<file path="src/rtl/mem_initiator_pkg.sv">
// Shared types and default sizing for the mem_initiator memory driver.
// The optional write-acknowledge beat is enabled with MEM_INITIATOR_WR_ACK_EN.
package mem_initiator_pkg;

    localparam int DEF_ADDR_W = 4;
    localparam int DEF_DATA_W = 32;
    localparam int DEF_LEN_W  = 4;

    typedef enum logic [2:0] {
        IDLE     = 3'd0,
        WR       = 3'd1,
        RD_ISSUE = 3'd2,
        RD_WAIT  = 3'd3,
        RSP      = 3'd4
    } state_t;

endpackage

</file>
<file path="src/rtl/mem_initiator.sv">
// Valid/ready front end for a single-port registered-read memory: single writes and
// 1..16 beat incrementing read bursts. Define MEM_INITIATOR_WR_ACK_EN to return a write ack beat.
module mem_initiator
    import mem_initiator_pkg::*;
#(
    parameter int ADDR_W = DEF_ADDR_W,
    parameter int DATA_W = DEF_DATA_W,
    parameter int LEN_W  = DEF_LEN_W
) (
    input  logic              clk,
    input  logic              rst_n,
    input  logic              req_valid,
    output logic              req_ready,
    input  logic              req_write,
    input  logic [ADDR_W-1:0] req_addr,
    input  logic [LEN_W-1:0]  req_len,
    input  logic [DATA_W-1:0] req_wdata,
    output logic              rsp_valid,
    input  logic              rsp_ready,
    output logic [DATA_W-1:0] rsp_rdata,
    output logic [ADDR_W-1:0] rsp_addr,
    output logic              rsp_last,
    output logic              mem_rden,
    output logic              mem_wren,
    output logic [ADDR_W-1:0] mem_addr,
    output logic [DATA_W-1:0] mem_datain,
    input  logic [DATA_W-1:0] mem_dataout
);

    state_t              state_reg, state_next;
    logic [ADDR_W-1:0]   cur_addr_reg, cur_addr_next;
    logic [LEN_W-1:0]    len_reg, len_next;
    logic [LEN_W-1:0]    beat_reg, beat_next;
    logic [DATA_W-1:0]   wdata_reg, wdata_next;

    logic                req_ready_next;
    logic                rsp_valid_next;
    logic [DATA_W-1:0]   rsp_rdata_next;
    logic [ADDR_W-1:0]   rsp_addr_next;
    logic                rsp_last_next;
    logic                mem_rden_next;
    logic                mem_wren_next;
    logic [ADDR_W-1:0]   mem_addr_next;
    logic [DATA_W-1:0]   mem_datain_next;

    // State, context and every output are registered here.
    always_ff @(posedge clk or negedge rst_n) begin
        if (!rst_n) begin
            state_reg    <= IDLE;
            cur_addr_reg <= '0;
            len_reg      <= '0;
            beat_reg     <= '0;
            wdata_reg    <= '0;
            req_ready    <= 1'b0;
            rsp_valid    <= 1'b0;
            rsp_rdata    <= '0;
            rsp_addr     <= '0;
            rsp_last     <= 1'b0;
            mem_rden     <= 1'b0;
            mem_wren     <= 1'b0;
            mem_addr     <= '0;
            mem_datain   <= '0;
        end else begin
            state_reg    <= state_next;
            cur_addr_reg <= cur_addr_next;
            len_reg      <= len_next;
            beat_reg     <= beat_next;
            wdata_reg    <= wdata_next;
            req_ready    <= req_ready_next;
            rsp_valid    <= rsp_valid_next;
            rsp_rdata    <= rsp_rdata_next;
            rsp_addr     <= rsp_addr_next;
            rsp_last     <= rsp_last_next;
            mem_rden     <= mem_rden_next;
            mem_wren     <= mem_wren_next;
            mem_addr     <= mem_addr_next;
            mem_datain   <= mem_datain_next;
        end
    end

    always_comb begin
        state_next    = state_reg;
        cur_addr_next = cur_addr_reg;
        len_next      = len_reg;
        beat_next     = beat_reg;
        wdata_next    = wdata_reg;
        case (state_reg)
            IDLE: begin
                // req_ready is still low in the first cycle after reset release.
                if (req_valid && req_ready) begin
                    cur_addr_next = req_addr;
                    if (req_write) begin
                        wdata_next = req_wdata;
                        state_next = WR;
                    end else begin
                        len_next   = req_len;
                        beat_next  = '0;
                        state_next = RD_ISSUE;
                    end
                end
            end
            WR: begin
`ifdef MEM_INITIATOR_WR_ACK_EN
                state_next = RSP;
`else
                state_next = IDLE;
`endif
            end
            RD_ISSUE: state_next = RD_WAIT;
            RD_WAIT:  state_next = RSP;
            RSP: begin
                if (rsp_ready) begin
                    if (rsp_last) begin
                        state_next = IDLE;
                    end else begin
                        cur_addr_next = cur_addr_reg + ADDR_W'(1);
                        beat_next     = beat_reg + LEN_W'(1);
                        state_next    = RD_ISSUE;
                    end
                end
            end
            default: state_next = IDLE;
        endcase
    end

    // Outputs are decoded from the upcoming state so they line up with it after the edge.
    always_comb begin
        req_ready_next  = (state_next == IDLE);
        rsp_valid_next  = (state_next == RSP);
        mem_rden_next   = (state_next == RD_ISSUE);
        mem_wren_next   = (state_next == WR);
        mem_addr_next   = mem_addr;
        mem_datain_next = mem_datain;
        rsp_rdata_next  = rsp_rdata;
        rsp_addr_next   = rsp_addr;
        rsp_last_next   = rsp_last;

        if (mem_rden_next || mem_wren_next) begin
            mem_addr_next = cur_addr_next;
        end
        if (mem_wren_next) begin
            mem_datain_next = wdata_next;
        end

        if (state_reg == RD_WAIT) begin
            rsp_rdata_next = mem_dataout;
            rsp_addr_next  = cur_addr_reg;
            rsp_last_next  = (beat_reg == len_reg);
        end
`ifdef MEM_INITIATOR_WR_ACK_EN
        if (state_reg == WR) begin
            rsp_rdata_next = '0;
            rsp_addr_next  = cur_addr_reg;
            rsp_last_next  = 1'b1;
        end
`endif
    end

endmodule

</file>
<file path="config.mk">
export PLATFORM = sky130hd
export DESIGN_NAME = mem_initiator
export DESIGN_NICKNAME = d
export VERILOG_FILES = /design/src/rtl/mem_initiator_pkg.sv /design/src/rtl/mem_initiator.sv
export SDC_FILE = /design/constraint.sdc
export NUM_CORES = 1
export LEC_CHECK = 0
export ABC_AREA = 1
export ABC_CLOCK_PERIOD_IN_PS = 4080
export CAP_MARGIN = 5
export CORE_ASPECT_RATIO = 0.8
export CORE_MARGIN = 2
export CORE_UTILIZATION = 45
export DETAILED_ROUTE_END_ITERATION = 6
export PLACE_DENSITY = 0.94
export SETUP_SLACK_MARGIN = 0.2
export SYNTH_ARGS = -nofsm -noshare
export SYNTH_HDL_FRONTEND = slang
export SYNTH_SLANG_ARGS = --single-unit
</file>
<file path="constraint.sdc">
create_clock -name clk -period 4.08 [get_ports clk]
set_clock_uncertainty 0.05 [all_clocks]
set_input_delay 0.816 -clock clk [delete_from_list [all_inputs] [get_ports clk]]
set_output_delay 0.816 -clock clk [all_outputs]
set_load 0.01 [all_outputs]
</file>
==> results of run 1 <==
layout make-up:
class	instances	share of cell area [%]
Clock buffer	11	2.55
Clock inverter	5	1.10
Inverter	27	1.91
Multi-Input combinational cell	303	22.8
Sequential cell	92	41.4
Tap cell	108	2.43
Timing Repair Buffer	155	27.8
path summary, 6_finish.rpt:
path | startpoint | end | slack, ps | cells past startpoint
setup reg to reg | state_reg[0] | req_ready | 2170 | 8
hold / removal | rsp_rdata[21] | rsp_rdata[21] | 430 | 2
max in group asynchronous | rst_n | rsp_rdata[11] | 2650 | 1
min in group asynchronous | rst_n | rsp_rdata[8] | 630 | 1
hold reg to reg | rsp_rdata[21] | rsp_rdata[21] | 430 | 2
setup / recovery | req_valid | beat_reg[0] | 1820 | 7
Yosys cell counts:
library cell | number | area (sq um)
sky130_fd_sc_hd__nand2_1 | 243 | 912
sky130_fd_sc_hd__dfrtp_1 | 92 | 2300
sky130_fd_sc_hd__inv_1 | 25 | 93.8
sky130_fd_sc_hd__nand3_1 | 19 | 95.1
sky130_fd_sc_hd__nor2_1 | 12 | 45.0
sky130_fd_sc_hd__o21ai_0 | 8 | 40.0
sky130_fd_sc_hd__buf_6 | 6 | 67.6
sky130_fd_sc_hd__buf_2 | 4 | 20.0
sky130_fd_sc_hd__clkbuf_1 | 4 | 15.0
sky130_fd_sc_hd__o21ai_1 | 4 | 20.0
sky130_fd_sc_hd__a21oi_1 | 3 | 15.0
sky130_fd_sc_hd__ha_1 | 2 | 25.0
sky130_fd_sc_hd__nor3_4 | 2 | 32.5
sky130_fd_sc_hd__xnor2_1 | 2 | 17.5
sky130_fd_sc_hd__xor2_1 | 2 | 17.5
sky130_fd_sc_hd__and2_1 | 1 | 6.26
sky130_fd_sc_hd__inv_2 | 1 | 3.75
sky130_fd_sc_hd__inv_6 | 1 | 8.76
sky130_fd_sc_hd__nand2_2 | 1 | 6.26
sky130_fd_sc_hd__nand4_1 | 1 | 6.26
sky130_fd_sc_hd__nor2_4 | 1 | 11.3
sky130_fd_sc_hd__o211ai_1 | 1 | 7.51
sky130_fd_sc_hd__o21bai_1 | 1 | 7.51
cell families after synthesis:
family / Yosys count
fa+ha+maj: 2
buf+inv: 41
simple gates: 280
xor+xnor: 4
flops: 92
compound gates: 17
power by group through the flow:
stage	combinational, mW	sequential [mW]	clock [mW]
floorplan	0.620	1.73	0
global placement	1.70	1.56	0
detailed placement	1.76	1.59	0
CTS	1.76	1.58	0.639
global route	1.92	1.63	0.672
finish	1.75	1.58	0.617
metrics by stage:
step                hold slack, ps  instance area [sq um]  total power [mW]
detailed placement             408                   5350              3.35
CTS                            429                   5560              3.98
finish                         427                   5560              3.95
floorplan                      422                   3780              2.35
global placement               402                   5350              3.26
global route                   438                   5560              4.22
metal layers:
layer	vias to the layer above	part of all wire (%)	track usage, %
met5	-	0	0
met4	0	2.0	7.79
met3	21	9.6	7.22
met2	174	46	36.2
met1	1596	42	27.7
li1	1624	-	-
worst max-delay path, delay by kind of cell:
| kind | cells | cell delay (ps) |
|---|---|---|
| AO/OA/AOI/OAI | 1 | 100 |
| buffers and inverters | 2 | 670 |
| AND/OR/NAND/NOR | 4 | 890 |
placed cells by master, fill, tap and decap left out, drive strengths merged, types with 3 or more instances in the layout:
cell	synthesis	routed
nand2	244	244
o21ai	12	12
a21oi	3	3
buf	10	3
clkinvlp	0	3
nand3	19	19
clkbuf	4	11
clkdlybuf4s50	0	152
dfrtp	92	92
inv	27	27
nor2	13	13
==> run_summary.xml, run 1 <==
<?xml version="1.0" encoding="UTF-8"?>
<metrics>
  <group name="run_status">
    <metric name="run_status" unit="">finished clean</metric>
  </group>
  <group name="detailed_routing">
    <metric name="drt_iter0_drc" unit="">279</metric>
    <metric name="drtPass1Iterations" unit="">4</metric>
    <metric name="vias_cell" unit="">4.87</metric>
    <metric name="route.detailed.drc" unit="">0</metric>
    <metric name="drtAntennaViolNets" unit="">0</metric>
    <metric name="wl" unit="mm">9.78</metric>
    <metric name="post_drt_wl_per_cell" unit="microns">14.0</metric>
    <metric name="num_vias" unit="">3415</metric>
  </group>
  <group name="layout">
    <metric name="drive_above_1_share" unit="%">4.05</metric>
    <metric name="area.sequential" unit="sq um">2300</metric>
    <metric name="diodes" unit="">0</metric>
    <metric name="total_area_of_multi_input_combinational_cells" unit="sq um">1260</metric>
    <metric name="final.fill_count" unit="">604</metric>
    <metric name="area_growth_syn_to_layout" unit="%">47.1</metric>
    <metric name="largestRegisters" unit="">mem_datain (32), rsp_rdata (32)</metric>
    <metric name="fin_nets" unit="">667</metric>
    <metric name="finish.cell_count_without_fillers" unit="">701</metric>
    <metric name="utilization" unit="%">69.3</metric>
  </group>
  <group name="placement">
    <metric name="post-dp-hpwl" unit="mm">7.03</metric>
    <metric name="gpl.final_weighted_congestion" unit="">0.872</metric>
    <metric name="placed_cells_incl_taps" unit="">685</metric>
    <metric name="port_buffers" unit="">153</metric>
    <metric name="place_ws" unit="ps">1480</metric>
  </group>
  <group name="global_route">
    <metric name="grt_antenna_before_repair" unit="">0</metric>
    <metric name="first_global_vias" unit="">3399</metric>
    <metric name="grt_pass1_wl" unit="mm">15.7</metric>
    <metric name="grt_overflow" unit="">0</metric>
    <metric name="pin_count_of_the_biggest_net_entering_global_routing" unit="">93</metric>
    <metric name="gr-usage-all-layers" unit="%">22.0</metric>
  </group>
  <group name="yosys">
    <metric name="seq_area_frac_synth" unit="%">61.0</metric>
    <metric name="total_standard_cell_area_after_synthesis" unit="sq um">3780</metric>
    <metric name="post_synth_xor_area_fraction" unit="%">0.928</metric>
    <metric name="fraction_of_the_mapped_netlist_area_in_adder_cells" unit="%">0.663</metric>
    <metric name="synth-simple-area-share" unit="%">29.5</metric>
    <metric name="synthesis.yosys.warnings" unit="">0</metric>
    <metric name="synth.net_count" unit="">515</metric>
    <metric name="post_synthesis_cell_type_count" unit="">23</metric>
    <metric name="syn_avg_cell_area" unit="sq um">8.66</metric>
    <metric name="ys_ff_latch" unit="">92</metric>
    <metric name="synth_mux_area_share" unit="%">0</metric>
    <metric name="post_synth_inst_count" unit="">436</metric>
    <metric name="synth_compound_gate_area_share" unit="%">2.39</metric>
    <metric name="combinational_family_with_the_most_area_after_synthesis" unit="">simple AND/OR/NAND/NOR gates</metric>
  </group>
  <group name="setup_path">
    <metric name="crit_fanout" unit="">13</metric>
    <metric name="timing.critical_path.arrival" unit="ps">2470</metric>
    <metric name="critical_path.max_stage_delay" unit="ps">480</metric>
    <metric name="timing.critical_path.slowest_stage_cell" unit="">sky130_fd_sc_hd__clkdlybuf4s50_1</metric>
    <metric name="cp-start-kind" unit="">primary input</metric>
    <metric name="cp.required" unit="ps">4290</metric>
    <metric name="worst_path_cell_trace" unit="">clkdlybuf4s50_1, nand2_1, inv_1, nand3_1, nand2_1, nand3_1, o21ai_0</metric>
    <metric name="setup.worst_path.end_class" unit="">flip-flop</metric>
    <metric name="criticalPathCategory" unit="">in -&gt; reg</metric>
  </group>
  <group name="power_and_ir_drop">
    <metric name="power.internal" unit="mW">2.53</metric>
    <metric name="power.combinational.fraction" unit="%">44.3</metric>
    <metric name="leakage" unit="nW">2.77</metric>
    <metric name="power.net_switching" unit="mW">1.42</metric>
    <metric name="clock_power_share" unit="%">15.6</metric>
    <metric name="share_seq_of_total_power" unit="%">40.0</metric>
    <metric name="swShare" unit="%">36.0</metric>
    <metric name="powerDensity" unit="nW/um^2">710</metric>
    <metric name="ir_worst_vdd" unit="uV">375</metric>
  </group>
  <group name="timing">
    <metric name="fin_crit_sh" unit="%">55.3</metric>
    <metric name="fmax" unit="MHz">443</metric>
    <metric name="timing.final.ws_setup" unit="ps">1820</metric>
    <metric name="slew_viol_final" unit="">0</metric>
    <metric name="total_neg_setup_slack" unit="ps">0</metric>
    <metric name="final-setup-viol-count" unit="">0</metric>
    <metric name="finalCriticalPeriod" unit="ps">2260</metric>
    <metric name="timing_hold_violations_final" unit="">0</metric>
    <metric name="rsz0062_at_grt" unit="">no</metric>
    <metric name="slew_headroom" unit="%">26.0</metric>
    <metric name="max_slew.worst_pin.slew" unit="ps">1110</metric>
  </group>
  <group name="cts">
    <metric name="ctsHtreeMaxLevel" unit="">3</metric>
    <metric name="cts_made_buffers" unit="">9</metric>
    <metric name="clkSlewWorstSetupHoldPaths" unit="ps">90</metric>
    <metric name="cts_buffer_depth" unit="">2</metric>
    <metric name="clock_latency" unit="ps">350</metric>
    <metric name="ctsHoldBuffers" unit="">0</metric>
    <metric name="tritoncts" unit="">built</metric>
    <metric name="cts-root-buf" unit="">sky130_fd_sc_hd__clkbuf_8</metric>
    <metric name="post-cts-setup-buffer-count" unit="">0</metric>
    <metric name="cts_repair_resize_count" unit="">0</metric>
    <metric name="numClockSinks" unit="">92</metric>
  </group>
  <group name="floorplanning">
    <metric name="die-width" unit="microns">106</metric>
    <metric name="coreArea" unit="sq um">8020</metric>
    <metric name="boundaryPins" unit="">154</metric>
    <metric name="floorplan.rows" unit="">29</metric>
    <metric name="floorplan.die_area" unit="sq um">9140</metric>
    <metric name="height_of_the_die" unit="microns">85.9</metric>
    <metric name="floorplan.initialDensity" unit="%">47.1</metric>
  </group>
  <group name="run">
    <metric name="max_cap_viol_count" unit="">0</metric>
  </group>
  <group name="worst_hold_path">
    <metric name="hold_path_class" unit="">reg -&gt; reg</metric>
  </group>
</metrics>
(Power assumes the default switching activity.)
==> run 2, diff against run 1 <==
Settings changed: ABC_CLOCK_PERIOD_IN_PS 4080 to 2250, CORE_UTILIZATION 45 to 42, PLACE_DENSITY 0.94 to 0.89.
Clock period 4.08 ns to 2.25 ns, I/O delays scaled along.
==> run_summary.xml, run 2 (same netlist as run 1, synthesis figures left out) <==
<?xml version="1.0" encoding="UTF-8"?>
<metrics>
  <group name="run_status">
    <metric name="run_status" unit="">finished clean</metric>
  </group>
  <group name="floorplanning">
    <metric name="coreArea" unit="sq um">8600</metric>
    <metric name="height_of_the_die" unit="microns">88.8</metric>
    <metric name="boundaryPins" unit="">154</metric>
    <metric name="floorplan.rows" unit="">30</metric>
    <metric name="die-width" unit="microns">110</metric>
    <metric name="floorplan.initialDensity" unit="%">43.9</metric>
    <metric name="floorplan.die_area" unit="sq um">9770</metric>
  </group>
  <group name="timing">
    <metric name="fmax" unit="MHz">560</metric>
    <metric name="fin_crit_sh" unit="%">79.4</metric>
    <metric name="timing_hold_violations_final" unit="">0</metric>
    <metric name="max_slew.worst_pin.slew" unit="ps">685</metric>
    <metric name="final-setup-viol-count" unit="">0</metric>
    <metric name="rsz0062_at_grt" unit="">no</metric>
    <metric name="finalCriticalPeriod" unit="ps">1790</metric>
    <metric name="slew_viol_final" unit="">0</metric>
    <metric name="slew_headroom" unit="%">54.3</metric>
    <metric name="total_neg_setup_slack" unit="ps">0</metric>
  </group>
  <group name="layout">
    <metric name="layout.cells.most_common_list" unit="">sky130_fd_sc_hd__nand2_1 (243), sky130_fd_sc_hd__clkdlybuf4s50_1 (152), sky130_fd_sc_hd__dfrtp_1 (92)</metric>
    <metric name="largestRegisters" unit="">mem_datain (32), rsp_rdata (32)</metric>
    <metric name="drive_above_1_share" unit="%">4.85</metric>
    <metric name="total_area_of_multi_input_combinational_cells" unit="sq um">1260</metric>
    <metric name="final_common_cell" unit="">sky130_fd_sc_hd__nand2_1</metric>
    <metric name="area_growth_syn_to_layout" unit="%">49.6</metric>
    <metric name="fin_nets" unit="">672</metric>
    <metric name="final.fill_count" unit="">695</metric>
    <metric name="diodes" unit="">0</metric>
    <metric name="post-route-cell-area" unit="sq um">5650</metric>
    <metric name="area.sequential" unit="sq um">2300</metric>
  </group>
  <group name="placement">
    <metric name="gpl.final_weighted_congestion" unit="">0.890</metric>
    <metric name="placedInstanceArea" unit="sq um">5430</metric>
    <metric name="post-dp-hpwl" unit="mm">7.18</metric>
    <metric name="port_buffers" unit="">153</metric>
  </group>
  <group name="global_route">
    <metric name="pin_count_of_the_biggest_net_entering_global_routing" unit="">55</metric>
    <metric name="grt_overflow" unit="">0</metric>
    <metric name="first_global_vias" unit="">3358</metric>
    <metric name="gr-usage-all-layers" unit="%">20.2</metric>
    <metric name="grt_pass1_wl" unit="mm">15.2</metric>
    <metric name="grt_antenna_before_repair" unit="">0</metric>
  </group>
  <group name="cts">
    <metric name="cts_buffer_depth" unit="">2</metric>
    <metric name="clock_latency" unit="ps">350</metric>
    <metric name="cts_made_buffers" unit="">9</metric>
    <metric name="numClockSinks" unit="">92</metric>
    <metric name="ctsHtreeMaxLevel" unit="">3</metric>
    <metric name="clkSlewWorstSetupHoldPaths" unit="ps">90</metric>
    <metric name="post-cts-setup-buffer-count" unit="">0</metric>
    <metric name="cts_repair_resize_count" unit="">0</metric>
    <metric name="cts-root-buf" unit="">sky130_fd_sc_hd__clkbuf_8</metric>
    <metric name="tritoncts" unit="">built</metric>
    <metric name="ctsHoldBuffers" unit="">0</metric>
  </group>
  <group name="run">
    <metric name="max_cap_viol_count" unit="">0</metric>
  </group>
  <group name="detailed_routing">
    <metric name="route.detailed.drc" unit="">0</metric>
    <metric name="drt_iter0_drc" unit="">257</metric>
    <metric name="wl" unit="mm">9.72</metric>
    <metric name="num_vias" unit="">3441</metric>
    <metric name="vias_cell" unit="">4.85</metric>
    <metric name="post_drt_wl_per_cell" unit="microns">13.7</metric>
    <metric name="drtAntennaViolNets" unit="">0</metric>
    <metric name="drtPass1Iterations" unit="">4</metric>
  </group>
  <group name="setup_path">
    <metric name="cp.buffers_inverters" unit="">1</metric>
    <metric name="timing.critical_path.slowest_stage_cell" unit="">sky130_fd_sc_hd__clkdlybuf4s50_1</metric>
    <metric name="timing.critical_path.arrival" unit="ps">1290</metric>
    <metric name="worst_path_cell_trace" unit="">clkdlybuf4s50_1</metric>
    <metric name="worst_r2r_startpoint" unit="">state_reg[0]</metric>
    <metric name="critical_path.max_stage_delay" unit="ps">590</metric>
    <metric name="cp-start-kind" unit="">flip-flop</metric>
    <metric name="worst_path_dominant_cell_family" unit="">buffers and inverters</metric>
    <metric name="crit_fanout" unit="">2</metric>
    <metric name="setup.worst_path.end_class" unit="">primary output</metric>
    <metric name="slack_of_the_worst_reg_to_reg_path" unit="ps">580</metric>
    <metric name="cp.required" unit="ps">1750</metric>
    <metric name="criticalPathCategory" unit="">reg -&gt; out</metric>
    <metric name="r2r_endpoint" unit="">req_ready</metric>
    <metric name="reg2regPathDepth" unit="">7</metric>
  </group>
  <group name="power_and_ir_drop">
    <metric name="leakage" unit="nW">2.82</metric>
    <metric name="powerDensity" unit="nW/um^2">1290</metric>
    <metric name="ir_worst_vdd" unit="uV">650</metric>
  </group>
  <group name="worst_hold_path">
    <metric name="hold_path_class" unit="">in -&gt; async</metric>
  </group>
</metrics>
==> run 2: changes by cell type in the layout (fill, tap and decap cells not counted), sizes merged <==
cell      previous run  this run
buf                  3         8
bufinv               1         2
clkbuf              11        10
clkinv               1         2
clkinvlp             3         2
==> run 2: layout make-up <==
type                            instances  share of cell area [%]
Clock inverter                          6                    1.57
Timing Repair Buffer                  160                    28.7
Sequential cell                        92                    40.8
Inverter                               27                    1.88
Clock buffer                           10                    2.26
Tap cell                              112                    2.48
Multi-Input combinational cell        303                    22.4
==> run 2: worst max path at each step <==
stage | from | end | slack, ps | depth (start not counted)
after floorplan | req_valid | mem_datain[10] | 810 | 6
after global placement | req_valid | mem_datain[21] | 260 | 6
after detailed placement | req_valid | mem_datain[21] | 190 | 6
after CTS | rsp_rdata[3] | rsp_rdata[3] | 450 | 1
after global routing | mem_datain[4] | mem_datain[4] | 400 | 1
final | rsp_addr[2] | rsp_addr[2] | 460 | 1
==> run 2: through the flow <==
stage	power, mW	setup slack [ps]	cells	hold slack [ps]	utilization [%]
2_1_floorplan	4.26	808	436	104	-
3_3_place_gp	5.97	265	694	403	63.2
3_5_place_dp	6.12	188	694	407	63.2
4_1_cts	7.35	447	710	97.3	65.7
5_1_grt	7.80	399	710	123	65.7
6_report	7.27	464	710	78.5	65.7
==> run 2: per-layer routing <==
metal  vias to the layer above  GRT usage, %  share of wire, %
met2                       168          33.9                46
li1                       1639             -                 -
met1                      1614          23.6                40
met3                        20          7.29                11
met4                         0          8.40               2.2
met5                         -             0                 0
==> run 2: where the power goes <==
group,total (mW),internal [mW],leakage (nW),switching (mW)
Clock,1.21,0.626,0.102,0.580
Combinational,3.19,1.68,1.56,1.52
Sequential,2.87,2.40,1.15,0.473
Total,7.27,4.70,2.82,2.57
